## src/rtl/wb_register_file.sv

```systemverilog
// Write-back stage and architectural register file of the 16-bit core.
// Selects the MEM/WB result, commits it to an 8-entry register file and
// serves two combinational read ports with same-cycle write-through bypass.
module wb_register_file #(
  parameter int DATA_W    = 16,
  parameter int REG_COUNT = 8,
  parameter int ADDR_W    = 3
) (
  input  logic              clk,
  input  logic              rest,
  input  logic [DATA_W-1:0] Controll_Signal_In,
  input  logic [DATA_W-1:0] Add_Result_In,
  input  logic [DATA_W-1:0] Mem_Result_In,
  input  logic [DATA_W-1:0] Alu_Result_In,
  input  logic [DATA_W-1:0] Rd_In,
  input  logic [ADDR_W-1:0] Read_Addr_1,
  input  logic [ADDR_W-1:0] Read_Addr_2,
  output logic [DATA_W-1:0] Read_Data_1,
  output logic [DATA_W-1:0] Read_Data_2,
  output logic [DATA_W-1:0] Wb_Data_Out,
  output logic [ADDR_W-1:0] Wb_Rd_Out,
  output logic              Wb_Enable_Out,
  output logic [DATA_W-1:0] Write_Count_Out
);

  // Architectural state; zero at power-up so simulation starts defined.
  logic [DATA_W-1:0] regs_q [REG_COUNT] = '{default: '0};
  logic [DATA_W-1:0] cnt_q = '0;
  logic [DATA_W-1:0] cnt_d;

  logic              reg_write_s;
  logic [1:0]        wb_sel_s;
  logic [ADDR_W-1:0] wb_rd_s;
  logic [DATA_W-1:0] wb_data_s;
  logic              wb_en_s;

  // Upper control and destination bits are don't-care by design.
  logic unused_bits_s;
  assign unused_bits_s = ^{Controll_Signal_In[DATA_W-1:3], Rd_In[DATA_W-1:ADDR_W]};

  assign reg_write_s = Controll_Signal_In[0];
  assign wb_sel_s    = Controll_Signal_In[2:1];
  assign wb_rd_s     = Rd_In[ADDR_W-1:0];

  // Resolve one read port: R0 reads zero, a pending write is bypassed,
  // otherwise the stored value is returned.
  function automatic logic [DATA_W-1:0] read_port(
    input logic [ADDR_W-1:0] addr,
    input logic              en,
    input logic [ADDR_W-1:0] wr_addr,
    input logic [DATA_W-1:0] wr_data,
    input logic [DATA_W-1:0] stored
  );
    logic [DATA_W-1:0] val;
    if (addr == {ADDR_W{1'b0}}) begin
      val = {DATA_W{1'b0}};
    end else if (en && (addr == wr_addr)) begin
      val = wr_data;
    end else begin
      val = stored;
    end
    return val;
  endfunction

  // Write-back source select; the reserved encoding yields zero.
  always_comb begin
    wb_data_s = {DATA_W{1'b0}};
    case (wb_sel_s)
      2'b00:   wb_data_s = Alu_Result_In;
      2'b01:   wb_data_s = Mem_Result_In;
      2'b10:   wb_data_s = Add_Result_In;
      2'b11:   wb_data_s = {DATA_W{1'b0}};
      default: wb_data_s = {DATA_W{1'b0}};
    endcase
  end

  // A write commits only outside reset, with a valid source and a non-zero target.
  always_comb begin
    wb_en_s = 1'b0;
    if (!rest && reg_write_s && (wb_sel_s != 2'b11) && (wb_rd_s != {ADDR_W{1'b0}})) begin
      wb_en_s = 1'b1;
    end else begin
      wb_en_s = 1'b0;
    end
  end

  // Retired-write counter next state; wraps silently.
  always_comb begin
    cnt_d = cnt_q;
    if (wb_en_s) begin
      cnt_d = cnt_q + {{(DATA_W-1){1'b0}}, 1'b1};
    end else begin
      cnt_d = cnt_q;
    end
  end

  // Both read ports resolved independently against the same write.
  always_comb begin
    Read_Data_1 = {DATA_W{1'b0}};
    Read_Data_2 = {DATA_W{1'b0}};
    Read_Data_1 = read_port(Read_Addr_1, wb_en_s, wb_rd_s, wb_data_s, regs_q[Read_Addr_1]);
    Read_Data_2 = read_port(Read_Addr_2, wb_en_s, wb_rd_s, wb_data_s, regs_q[Read_Addr_2]);
  end

  assign Wb_Data_Out     = wb_data_s;
  assign Wb_Rd_Out       = wb_rd_s;
  assign Wb_Enable_Out   = wb_en_s;
  assign Write_Count_Out = cnt_q;

  // Register array and counter update; reset clears everything and drops any write.
  always_ff @(posedge clk) begin
    if (rest) begin
      for (int i = 0; i < REG_COUNT; i++) begin
        regs_q[i] <= {DATA_W{1'b0}};
      end
      cnt_q <= {DATA_W{1'b0}};
    end else begin
      if (wb_en_s) begin
        regs_q[wb_rd_s] <= wb_data_s;
      end
      cnt_q <= cnt_d;
    end
  end

endmodule

```

## config.mk

```make
export PLATFORM = sky130hd
export DESIGN_NAME = wb_register_file
export DESIGN_NICKNAME = d
export VERILOG_FILES = /design/src/rtl/wb_register_file.sv
export SDC_FILE = /design/constraint.sdc
export NUM_CORES = 1
export LEC_CHECK = 0
export BUFFER_PORTS_ARGS = -buffer_cell sky130_fd_sc_hd__buf_4
export CAP_MARGIN = 30
export CORE_MARGIN = 2
export CORE_UTILIZATION = 45
export CTS_CLUSTER_SIZE = 14
export DETAILED_ROUTE_END_ITERATION = 6
export PLACE_DENSITY = 0.67
export SLEW_MARGIN = 15
export SYNTH_ARGS = -nofsm -noshare
export SYNTH_HDL_FRONTEND = slang
export SYNTH_SLANG_ARGS = --single-unit
export TNS_END_PERCENT = 50
```

## constraint.sdc

```tcl
create_clock -name clk -period 3.7 [get_ports clk]
set_clock_uncertainty 0.1 [all_clocks]
set_input_delay 0.185 -clock clk [delete_from_list [all_inputs] [get_ports clk]]
set_output_delay 0.185 -clock clk [all_outputs]
set_load 0.05 [all_outputs]
```

Word level (Yosys, flattened, before mapping)
Memory sizes are Yosys's and may differ from the RTL's.
Cells that the tools add are included.
Cells by class
  add/sub/neg operators: 1
  equal/unequal tests: 6
  mux-type cells: 14
  reduce and logical (&&, ||, !) cells: 11
Operators with widths (count)
  2-to-1 mux 16 bit: 5
  case mux 16 bit (4 select lines): 1
  adder 16 x 1 -> 16 bit, second input constant: 1
  OR reduction 16 bit: 1
  2-to-1 mux 1 bit: 7
  equality test 3 bit: 2
  logical NOT 3 bit: 2
  logical AND 1 bit: 5
  equality test 2 bit, second input constant: 2
  2-to-1 mux 3 bit: 1
  nonzero test 3 bit: 1
  equality test 2 x 1 -> 1 bit, second input constant: 1
  logical NOT 2 bit: 1
  inequality test 2 bit, second input constant: 1
  logical NOT 1 bit: 1
Storage, ports and cells
  bits in registers: 16
  bits in writable memories: 128
  input port bits: 88
  output and inout port bits: 68
  word-level logic and storage cells: 34
  memories: 1
Memory list
  regs_q: words 8, bits a word 16, read ports 2, clocked after Yosys merged registers in 0, wr ports 8, line 27  | logic [DATA_W-1:0] regs_q [REG_COUNT] = '{default: '0};

Depth between registers and ports, before layout
Gate-level depths: netlist of the first run.
  depth after elaboration: 10
  depth in mapped cells: 8
  gate-level depth less buffers: 5

Least setup slack after synthesis of the first run
OpenSTA, ideal clock, no wires.
  kind: input port to output port
  from: input Rd_In[1]
  to: output Read_Data_2[10]
  arrival time: 2.521 ns
  required time: 3.415 ns
  setup slack: 0.894 ns
  stages: 8
  path through: buf_2 -> or3_4 -> nand3_4 -> inv_4 -> and3_1 -> buf_6 -> buf_6 -> a211oi_1
On the way
  cells in the longest elaborated chain, start to end: 6
  elaborated cells between the ends (all ways): 7
  classes of those cells: eq/ne (1); mux (3); reduce/logical (3)
Ends and longest elaborated chain
  start, declared: line 15  | input logic [DATA_W-1:0] Rd_In,
  nonzero test 3 bit: line 80  | if (!rest && reg_write_s && (wb_sel_s != 2'b11) && (wb_rd_s != {ADDR_W{1'b0}})) begin
  logical AND 1 bit: line 80
  2-to-1 mux 1 bit: line 80
  logical AND 1 bit *: line 57  | end else if (en && (addr == wr_addr)) begin
  2-to-1 mux 16 bit *: line 57
  2-to-1 mux 16 bit *: line 55  | if (addr == {ADDR_W{1'b0}}) begin
  end, declared: line 19  | output logic [DATA_W-1:0] Read_Data_2,
Mark *: on every way between the ends. The rest lies on a longest branch, timed or not.

Final worst setup path of the first run
  from: input rest
  to: output Read_Data_1[15]
On the way
  cells in the longest elaborated chain, start to end: 8
Ends and longest elaborated chain
  start, declared: line 10  | input logic rest,
  logical NOT 1 bit: line 80
  logical AND 1 bit (3 in a row): line 80
  2-to-1 mux 1 bit: line 80
  logical AND 1 bit: line 57
  2-to-1 mux 16 bit: line 57
  2-to-1 mux 16 bit: line 55
  end, declared: line 18  | output logic [DATA_W-1:0] Read_Data_1,
Every way passes these cells.

==> flow_metrics.tcl, run 1 <==
set metrics [dict create \
    grt_pass1_wl_um 35540 \
    diodes 0 \
    status "finished, final reports clean" \
    vias 6231 \
    nets 876 \
    initial_core_util_pct 45.60 \
    worst_hold_path_type "input pin to flop" \
    clk_pin_slew_ns 0.06 \
    die_area_sq_mm 0.01917 \
    critPathTopFamily "simple AND/OR/NAND/NOR gates" \
    cts_hold_buf 0 \
    synth_compound_area_share_pct 8.613 \
    synth_cell_types 41 \
    rsz0062_at_grt "false" \
    place.gp.congestion 0.8093 \
    fin_crit_sh_pct 76.51 \
    setup_viol 0 \
    clkSinkCount 144 \
    arrival_ns 2.55 \
    clock_latency_ns 0.43 \
    wl_per_cell_um 22.32 \
    maxSlewViolCount 0 \
    cp_slowest_cell "and3_1" \
    fmax_mhz 353.2 \
    vias_per_cell 6.055 \
    max_stage_delay_ns 0.68 \
    cts-root-buf "clkbuf_16" \
    die_h_um 138.5 \
    timing.slew.headroom_pct 35.95 \
    track_usage_pct 24.35 \
    powerDensity_mw_per_mm2 474.3 \
    ctsResizeCount 0 \
    grt_max_degree 38 \
    drc 0 \
    coreArea_sq_mm 0.01784 \
    cts_buffers 17 \
    holdWs_ns 0.08986 \
    final_common_cell "buf_4" \
    first_pass_iters 5 \
    critical_path.cell_chain "buf_4 -> and2b_1 -> nand3_4 -> inv_4 -> and3_1 -> a211oi_1 -> buf_4" \
    cpMostUsedCell "buf_4" \
    synth_fa_ha_area_share_pct 0.1538 \
    syn_area_per_cell_sq_um 12.69 \
    synth_top_family_by_area "multiplexers" \
    tns_ns 0 \
    worstSetupPathType "input pin to output port" \
    h-tree-depth 4 \
    portBuffers 129 \
    min_period_ns 2.831 \
    area_growth_pct 24.19 \
    synth_seq_area_share_pct 51.18 \
    dr.first_iter.drc_count 495 \
    crit_path_end_kind "output port" \
    synth_seq_cells 144 \
    synth.cell_area_sq_mm 0.008135 \
    tightest_slew_ns 0.9607 \
    num_rows 49 \
    ys_warn_count 0 \
    finalWirelength_um 22970 \
    worst-path-buf-inv 3 \
    antenna_found_initial 0 \
    die_w_um 138.5 \
    detail-route-antenna-nets 0 \
    grt_overflow 0 \
    mostFrequentLayoutCells "167 x buf_4, 134 x nor2_1, 128 x edfxtp_1" \
    leakagePower_nw 3.812 \
    synthXorXnorAreaFrac_pct 0.9689 \
    drv_cap 0 \
    total_power_w 0.004792 \
    cp.required_ns 3.41 \
    cts.path.max_buffers 2 \
    syn_inst 641 \
    synth-simple-area-share_pct 10.24 \
    num_io_pins 156 \
    tritoncts "yes" \
    muxShareOfSynthArea_pct 24.12 \
    hpwl_um 15520 \
    drive_gt1_share_pct 37.75 \
    ir_worst_vdd_mv 0.3304 \
    finalHoldViolations 0 \
    grt_pass1_vias 6523 \
    cp-start-kind "input pin" \
    post_cts_buffers 0 \
    critPathMaxFanout 37 \
]
-- registers in the layout, summed over array words and instances, names as in the netlist --
register	cells
Write_Count_Out	16
regs_q	128
-- synthesized netlist by cell type --
library cell,count,area (sq um)
nand3_1,10,50.05
conb_1,1,3.750
buf_4,4,30.03
ha_1,1,12.51
xor2_1,5,43.79
buf_1,2,7.510
buf_2,26,130.1
o211ai_1,1,7.510
mux2i_1,16,160.2
o41ai_1,3,26.28
a211oi_1,30,225.2
nor2_1,134,503.0
a31oi_1,32,200.2
nor2b_1,3,18.77
a21oi_1,25,125.1
or3_4,1,11.26
and2_1,1,6.260
edfxtp_1,128,3844
a211oi_2,2,25.02
o21ai_0,1,5.000
dfxtp_1,16,320.3
nor3_1,2,10.01
or2_2,1,6.260
nand2_1,17,63.81
clkbuf_1,21,78.83
xnor2_1,4,35.03
or3_1,1,6.260
inv_4,1,6.260
and4_1,1,8.760
nand4_1,5,31.28
and3_1,5,31.28
mux4_2,64,1441
inv_1,19,71.32
o311ai_0,3,26.28
o31ai_1,8,60.06
buf_6,5,56.30
and3b_1,1,8.760
or4_1,7,52.55
and2b_1,1,7.510
mux2_2,32,360.4
nand3_4,1,17.52
-- through the flow --
stage | setup slack (ns) | util [%] | cells | cell area, sq um
2_1_floorplan | 0.8939 | - | 656 | 8192
3_3_place_gp | 0.9152 | 52.82 | 992 | 9424
3_5_place_dp | 0.8671 | 52.82 | 992 | 9424
4_1_cts | 0.8572 | 56.42 | 1024 | 10070
5_1_grt | 0.6805 | 56.63 | 1029 | 10100
6_report | 0.8690 | 56.63 | 1029 | 10100
-- per-layer routing --
layer / GRT usage, % / up-vias / share of wire (%)
met1: 29.55 / 3056 / 37
met4: 9.023 / 0 / 2.5
li1: - / 2758 / -
met3: 5.507 / 58 / 9.1
met2: 42.68 / 359 / 51
met5: 0 / - / 0
-- logic make-up after synthesis --
kind of cell | count (synthesis)
adders and majority gates | 1
muxes | 112
DFF | 144
buffers and inverters | 78
AOI/OAI and AO/OA | 105
xor gates and xnor gates | 9
other | 1
and+or+nand+nor | 191
-- layout make-up --
type	count	area [sq um]
clock buffer	19	432.9
clock inverter	13	209.0
fill	1418	7737
inverter	20	77.57
multi-input combinational	434	3657
sequential	144	4164
tap	229	286.5
timing repair buffer	170	1276
-- final timing paths --
kind / end / cells past startpoint / slack, ns / startpoint
worst max-delay path: Read_Data_1[15] / 7 / 0.87 / rest
worst min-delay path: Write_Count_Out[3] / 2 / 0.09 / rest
worst max register to register: Write_Count_Out[9] / 4 / 1.73 / Write_Count_Out[4]
worst min register to register: Write_Count_Out[15] / 2 / 0.40 / Write_Count_Out[15]
-- power by group --
part	switching [W]	total (W)	internal, W
Clock	0.000666	0.00186	0.00120
Sequential	0.0000435	0.00191	0.00186
Combinational	0.000634	0.00102	0.000387
No activity file was read; power rests on OpenSTA's default activity.
==> run 2: changes to the inputs <==
==> constraint.sdc (replaced) <==
create_clock -name clk -period 2.8 [get_ports clk]
set_clock_uncertainty 0.1 [all_clocks]
set_input_delay 0.14 -clock clk [delete_from_list [all_inputs] [get_ports clk]]
set_output_delay 0.14 -clock clk [all_outputs]
set_load 0.05 [all_outputs]
==> run 2 against run 1 <==
  * Critical path depth stayed put
  * Sequential share of layout area is 0.16 points lower
  * Via count is 3.8% higher
  * Power is 30% higher
  * Global-route usage is 1.6 points higher
  * Die area stayed put
  * Sequential cell count stayed put
  * Sequential power is 32% higher
  * Clock power is 24% higher
  * Hold slack better by 0.026 ns
  * Wire length is 8.0% higher
  * Combinational power is 35% higher
  * Critical path type unchanged
  * Largest cell class unchanged
  * Highest routed layer unchanged
==> flow_metrics.tcl, run 2 (synthesis results as in run 1) <==
set metrics [dict create \
    grt_pass1_wl_um 37630 \
    cp.required_ns 2.56 \
    grt_overflow 0 \
    stdcell_count 1035 \
    rsz0062_at_grt "false" \
    grt_pass1_vias 6619 \
    tns_ns 0 \
    tritoncts "yes" \
    area_growth_pct 24.68 \
    maxSlewViolCount 0 \
    p_switching_w 0.001826 \
    num_io_pins 156 \
    worstSetupPathType "input pin to output port" \
    p_comb_share_pct 22.2 \
    dpl.cell_count 1003 \
    largest_reg_flops 128 \
    drc 0 \
    die_w_um 138.5 \
    num_rows 49 \
    intPower_w 0.004382 \
    finalWirelength_um 24800 \
    cts_buffers 17 \
    power_frac_clock_pct 37.2 \
    dr.first_iter.drc_count 770 \
    fmax_mhz 394.8 \
    tightest_slew_ns 0.8316 \
    hold_depth 4 \
    initial_core_util_pct 45.60 \
    die_area_sq_mm 0.01917 \
    first_pass_iters 5 \
    top_register "regs_q" \
    timing.rr.start "Write_Count_Out[4]" \
    vias_per_cell 6.249 \
    cp-start-kind "input pin" \
    portBuffers 129 \
    min_period_ns 2.533 \
    cts-root-buf "clkbuf_16" \
    leakagePower_nw 3.854 \
    status "finished, final reports clean" \
    setup_viol 0 \
    coreArea_sq_mm 0.01784 \
    clk_pin_slew_ns 0.06 \
    cts_hold_buf 0 \
    vias 6468 \
    timing.slew.headroom_pct 44.56 \
    wl_per_cell_um 23.97 \
    reg2reg_depth 4 \
    powerDensity_mw_per_mm2 612.1 \
    crit_path_end_kind "output port" \
    swShare_pct 29.42 \
    hold_path.startpoint "Add_Result_In[8]" \
    hold_path_end "regs_q[4][8]" \
    arrival_ns 2.29 \
    clkSinkCount 144 \
    hpwl_um 16310 \
    ctsResizeCount 0 \
    worst_hold_path_type "input pin to flop" \
    h-tree-depth 4 \
    r2r_slack_ns 0.76 \
    finalHoldViolations 0 \
    critPathMaxFanout 19 \
    drive_gt1_share_pct 38.71 \
    fin_crit_sh_pct 90.47 \
    seq_power_share_pct 40.7 \
    final_core_util_pct 56.86 \
    clock_latency_ns 0.42 \
    ir_worst_vdd_mv 0.4853 \
    mostFrequentLayoutCells "174 x buf_4, 134 x nor2_1, 128 x edfxtp_1" \
    diodes 0 \
    track_usage_pct 25.93 \
    post_cts_buffers 0 \
    place.gp.congestion 0.8062 \
    worstReg2RegEnd "Write_Count_Out[9]" \
    antenna_found_initial 0 \
    final_common_cell "buf_4" \
    nets 882 \
    detail-route-antenna-nets 0 \
    drv_cap 0 \
    die_h_um 138.5 \
    grt_max_degree 35 \
    cts.path.max_buffers 2 \
]
-- run 2: layer usage --
metal | vias to the layer above | GRT usage, % | wire [um]
met5 | - | 0 | 0
met4 | 0 | 8.647 | 414
met3 | 43 | 5.369 | 2408
met2 | 427 | 43.02 | 12460
met1 | 3220 | 34.37 | 9525
li1 | 2778 | - | -
-- run 2: power by group through the flow --
stage	clock, W	sequential, W	combinational [W]
2_1_floorplan	0	0.00254	0.000905
3_3_place_gp	0	0.00255	0.00135
3_5_place_dp	0	0.00256	0.00137
4_1_cts	0.00232	0.00252	0.00137
5_1_grt	0.00241	0.00253	0.00144
6_report	0.00231	0.00252	0.00138
-- run 2: area by class of cell --
| cell class | instances | area [sq um] |
|---|---|---|
| Fill cell | 1448 | 7697 |
| Timing Repair Buffer | 176 | 1346 |
| Clock inverter | 9 | 58.81 |
| Multi-Input combinational cell | 434 | 3657 |
| Inverter | 20 | 77.57 |
| Sequential cell | 144 | 4164 |
| Tap cell | 229 | 286.5 |
| Clock buffer | 23 | 553.0 |
-- run 2: worst max-delay path, cell delays in order --
cell      delay (ns)
buf_4           0.11
and2b_1         0.36
nand3_4         0.18
inv_4           0.21
and3_1          0.74
a211oi_1        0.27
buf_4           0.27
-- run 2: worst max path at each step --
| stage | slack (ns) | endpoint | from | cells after the start |
|---|---|---|---|---|
| 6_report | 0.27 | Read_Data_1[8] | rest | 7 |
| 3_5_place_dp | 0.36 | Read_Data_1[8] | rest | 7 |
| 5_1_grt | 0.22 | Read_Data_1[8] | rest | 7 |
| 3_3_place_gp | 0.37 | Read_Data_1[8] | Read_Addr_1[0] | 7 |
| 4_1_cts | 0.37 | Read_Data_1[8] | Rd_In[0] | 7 |
| 2_1_floorplan | 0.08 | Read_Data_2[10] | Rd_In[1] | 8 |
-- run 2: stage by stage --
stage,setup slack [ns],hold slack [ns],cell area (sq um),power [W]
2_1_floorplan,0.08388,0.1091,8192,0.003449
3_3_place_gp,0.3722,0.3717,9524,0.003896
3_5_place_dp,0.3627,0.3913,9532,0.003931
4_1_cts,0.3664,0.1059,10140,0.006216
5_1_grt,0.2189,0.1151,10140,0.006388
6_report,0.2669,0.1154,10140,0.006209
==> run 3: changes to the inputs <==
--- a/config.mk
+++ b/config.mk
@@ -7,7 +7,7 @@
 export LEC_CHECK = 0
 export BUFFER_PORTS_ARGS = -buffer_cell sky130_fd_sc_hd__buf_4
 export CAP_MARGIN = 30
-export CORE_MARGIN = 2
+export CORE_MARGIN = 4
 export CORE_UTILIZATION = 45
 export CTS_CLUSTER_SIZE = 14
 export DETAILED_ROUTE_END_ITERATION = 6
==> run 3 against run 2 <==
  * The run now ends with DRC left
  * Sequential cell count unchanged
  * Hold slack improved by 0.0021 ns
  * Maximum frequency increased by 3.2%
  * Count of clock-buffer cells in the layout decreased by 2
  * First-iteration DRC count decreased by 1.9%
  * Via count decreased by 1.7%
  * Critical endpoint is now Read_Data_2[11]
  * Largest power group unchanged
==> flow_metrics.tcl, run 3 (synthesis results as in run 1) <==
set metrics [dict create \
    ir_worst_vdd_mv 0.4520 \
    coreArea_sq_mm 0.01748 \
    final_common_cell "buf_4" \
    area_growth_pct 24.27 \
    worstReg2RegEnd "Write_Count_Out[9]" \
    min_period_ns 2.454 \
    arrival_ns 2.21 \
    detail-route-antenna-nets 0 \
    holdWs_ns 0.1175 \
    seq_power_share_pct 42.0 \
    critical_path.cell_chain "buf_4 -> or3_4 -> nand3_4 -> inv_4 -> and3_1 -> a211oi_1 -> buf_4" \
    cp_slowest_cell "a211oi_1" \
    clkSinkCount 144 \
    place.gp.congestion 0.8918 \
    total_power_w 0.006000 \
    cp.required_ns 2.56 \
    top_layer_used "met4" \
    setup_viol 0 \
    grt_pass1_vias 6513 \
    clk_pin_slew_ns 0.06 \
    die_w_um 142.5 \
    max_stage_delay_ns 0.52 \
    initial_core_util_pct 46.55 \
    cp-start-kind "input pin" \
    crit_path_end_kind "output port" \
    met2WireLength_um 11920 \
    rsz0062_at_grt "false" \
    swShare_pct 28.72 \
    maxSlewViolCount 0 \
    timing.slew.headroom_pct 49.45 \
    violations "DRC" \
    first_pass_iters 7 \
    drv_cap 0 \
    hold_path_end "regs_q[5][8]" \
    cpMostUsedCell "buf_4" \
    wl_per_cell_um 23.21 \
    track_usage_pct 23.91 \
    grt_max_degree 31 \
    h-tree-depth 4 \
    intPower_w 0.004277 \
    vias 6360 \
    wl_met3_um 1991 \
    clock_latency_ns 0.42 \
    reg2reg_depth 4 \
    tritoncts "yes" \
    mostFrequentLayoutCells "173 x buf_4, 134 x nor2_1, 128 x edfxtp_1" \
    tns_ns 0 \
    r2r_slack_ns 0.78 \
    p_comb_share_pct 23.0 \
    hold_depth 4 \
    vias_per_cell 6.163 \
    dpl-instance-area_sq_mm 0.009574 \
    drc 1 \
    num_io_pins 156 \
    finalHoldViolations 0 \
    post_cts_buffers 0 \
    drt-met1-wl_um 9297 \
    leakagePower_nw 3.820 \
    worst_hold_path_type "input pin to flop" \
    finalWirelength_um 23950 \
    ctsResizeCount 0 \
    top_register "regs_q" \
    largest_reg_flops 128 \
    cts.path.max_buffers 2 \
    grt_pass1_wl_um 36360 \
    dr.first_iter.drc_count 755 \
    power_frac_clock_pct 35.0 \
    timing.rr.start "Write_Count_Out[4]" \
    powerDensity_mw_per_mm2 593.5 \
    cts_buffers 17 \
    grt_overflow 0 \
    die_area_sq_mm 0.02029 \
    cts_hold_buf 0 \
    antenna_found_initial 0 \
    worstSetupPathType "input pin to output port" \
    num_rows 48 \
    die_h_um 142.5 \
    hold_path.startpoint "Add_Result_In[8]" \
    p_switching_w 0.001723 \
    fmax_mhz 407.6 \
    portBuffers 129 \
    nets 884 \
    drive_gt1_share_pct 37.42 \
    fin_crit_sh_pct 87.63 \
    critPathMaxFanout 17 \
    status "complete, but fails checks" \
    tightest_slew_ns 0.7582 \
    design_area_sq_mm 0.01011 \
    diodes 0 \
    cts-root-buf "clkbuf_16" \
    hpwl_um 16240 \
]
run 3: cell count changes in the layout (fill, tap and decap cells not counted), moves of 2 or more:
cell,previous run,this run
bufinv_16,0,2
clkbuf_8,2,0
clkbuf_16,21,17
clkbuf_1,0,4
inv_4,6,1
clkinv_1,0,6
buf_12,2,5
run 3: metrics by stage:
stage	cells	util [%]	setup WS, ns
floorplan	656	-	0.08388
global placement	1001	54.78	0.4323
detailed placement	1001	54.78	0.3819
CTS	1032	57.85	0.3892
global route	1032	57.85	0.2835
finish	1032	57.85	0.3464
run 3: routing by layer:
layer / track usage, % / up-vias
li1: - / 2771
met1: 30.36 / 3155
met2: 39.84 / 371
met3: 5.477 / 63
met4: 9.655 / 0
met5: 0 / -
run 3: worst max-delay path: cells and delay by family:
| family | cells | cell delay (ns) |
|---|---|---|
| and+or+nand+nor | 3 | 0.97 |
| buffers and inverters | 3 | 0.56 |
| AOI/OAI and AO/OA | 1 | 0.52 |
run 3: power by group through the flow:
stage / clock (W) / sequential [W] / combinational, W
after global placement: 0 / 0.00255 / 0.00135
after floorplan: 0 / 0.00254 / 0.000905
final: 0.00210 / 0.00252 / 0.00138
after CTS: 0.00212 / 0.00252 / 0.00138
after global routing: 0.00220 / 0.00253 / 0.00145
after detailed placement: 0 / 0.00256 / 0.00137
run 3: layout make-up:
class	instances	area, sq um
Fill cell	1437	7367
Sequential cell	144	4164
Multi-Input combinational cell	434	3652
Timing Repair Buffer	178	1399
Clock buffer	21	440.4
Tap cell	225	281.5
Clock inverter	10	95.09
Inverter	20	77.57
run 3: worst max path at each step:
stage | from | slack [ns] | to | depth (start not counted)
2_1_floorplan | Rd_In[1] | 0.08 | Read_Data_2[10] | 8
3_3_place_gp | Rd_In[0] | 0.43 | Read_Data_2[1] | 7
3_5_place_dp | Rd_In[0] | 0.38 | Read_Data_2[1] | 7
4_1_cts | Rd_In[0] | 0.39 | Read_Data_2[1] | 7
5_1_grt | Rd_In[0] | 0.28 | Read_Data_2[2] | 7
6_report | Rd_In[0] | 0.35 | Read_Data_2[11] | 7
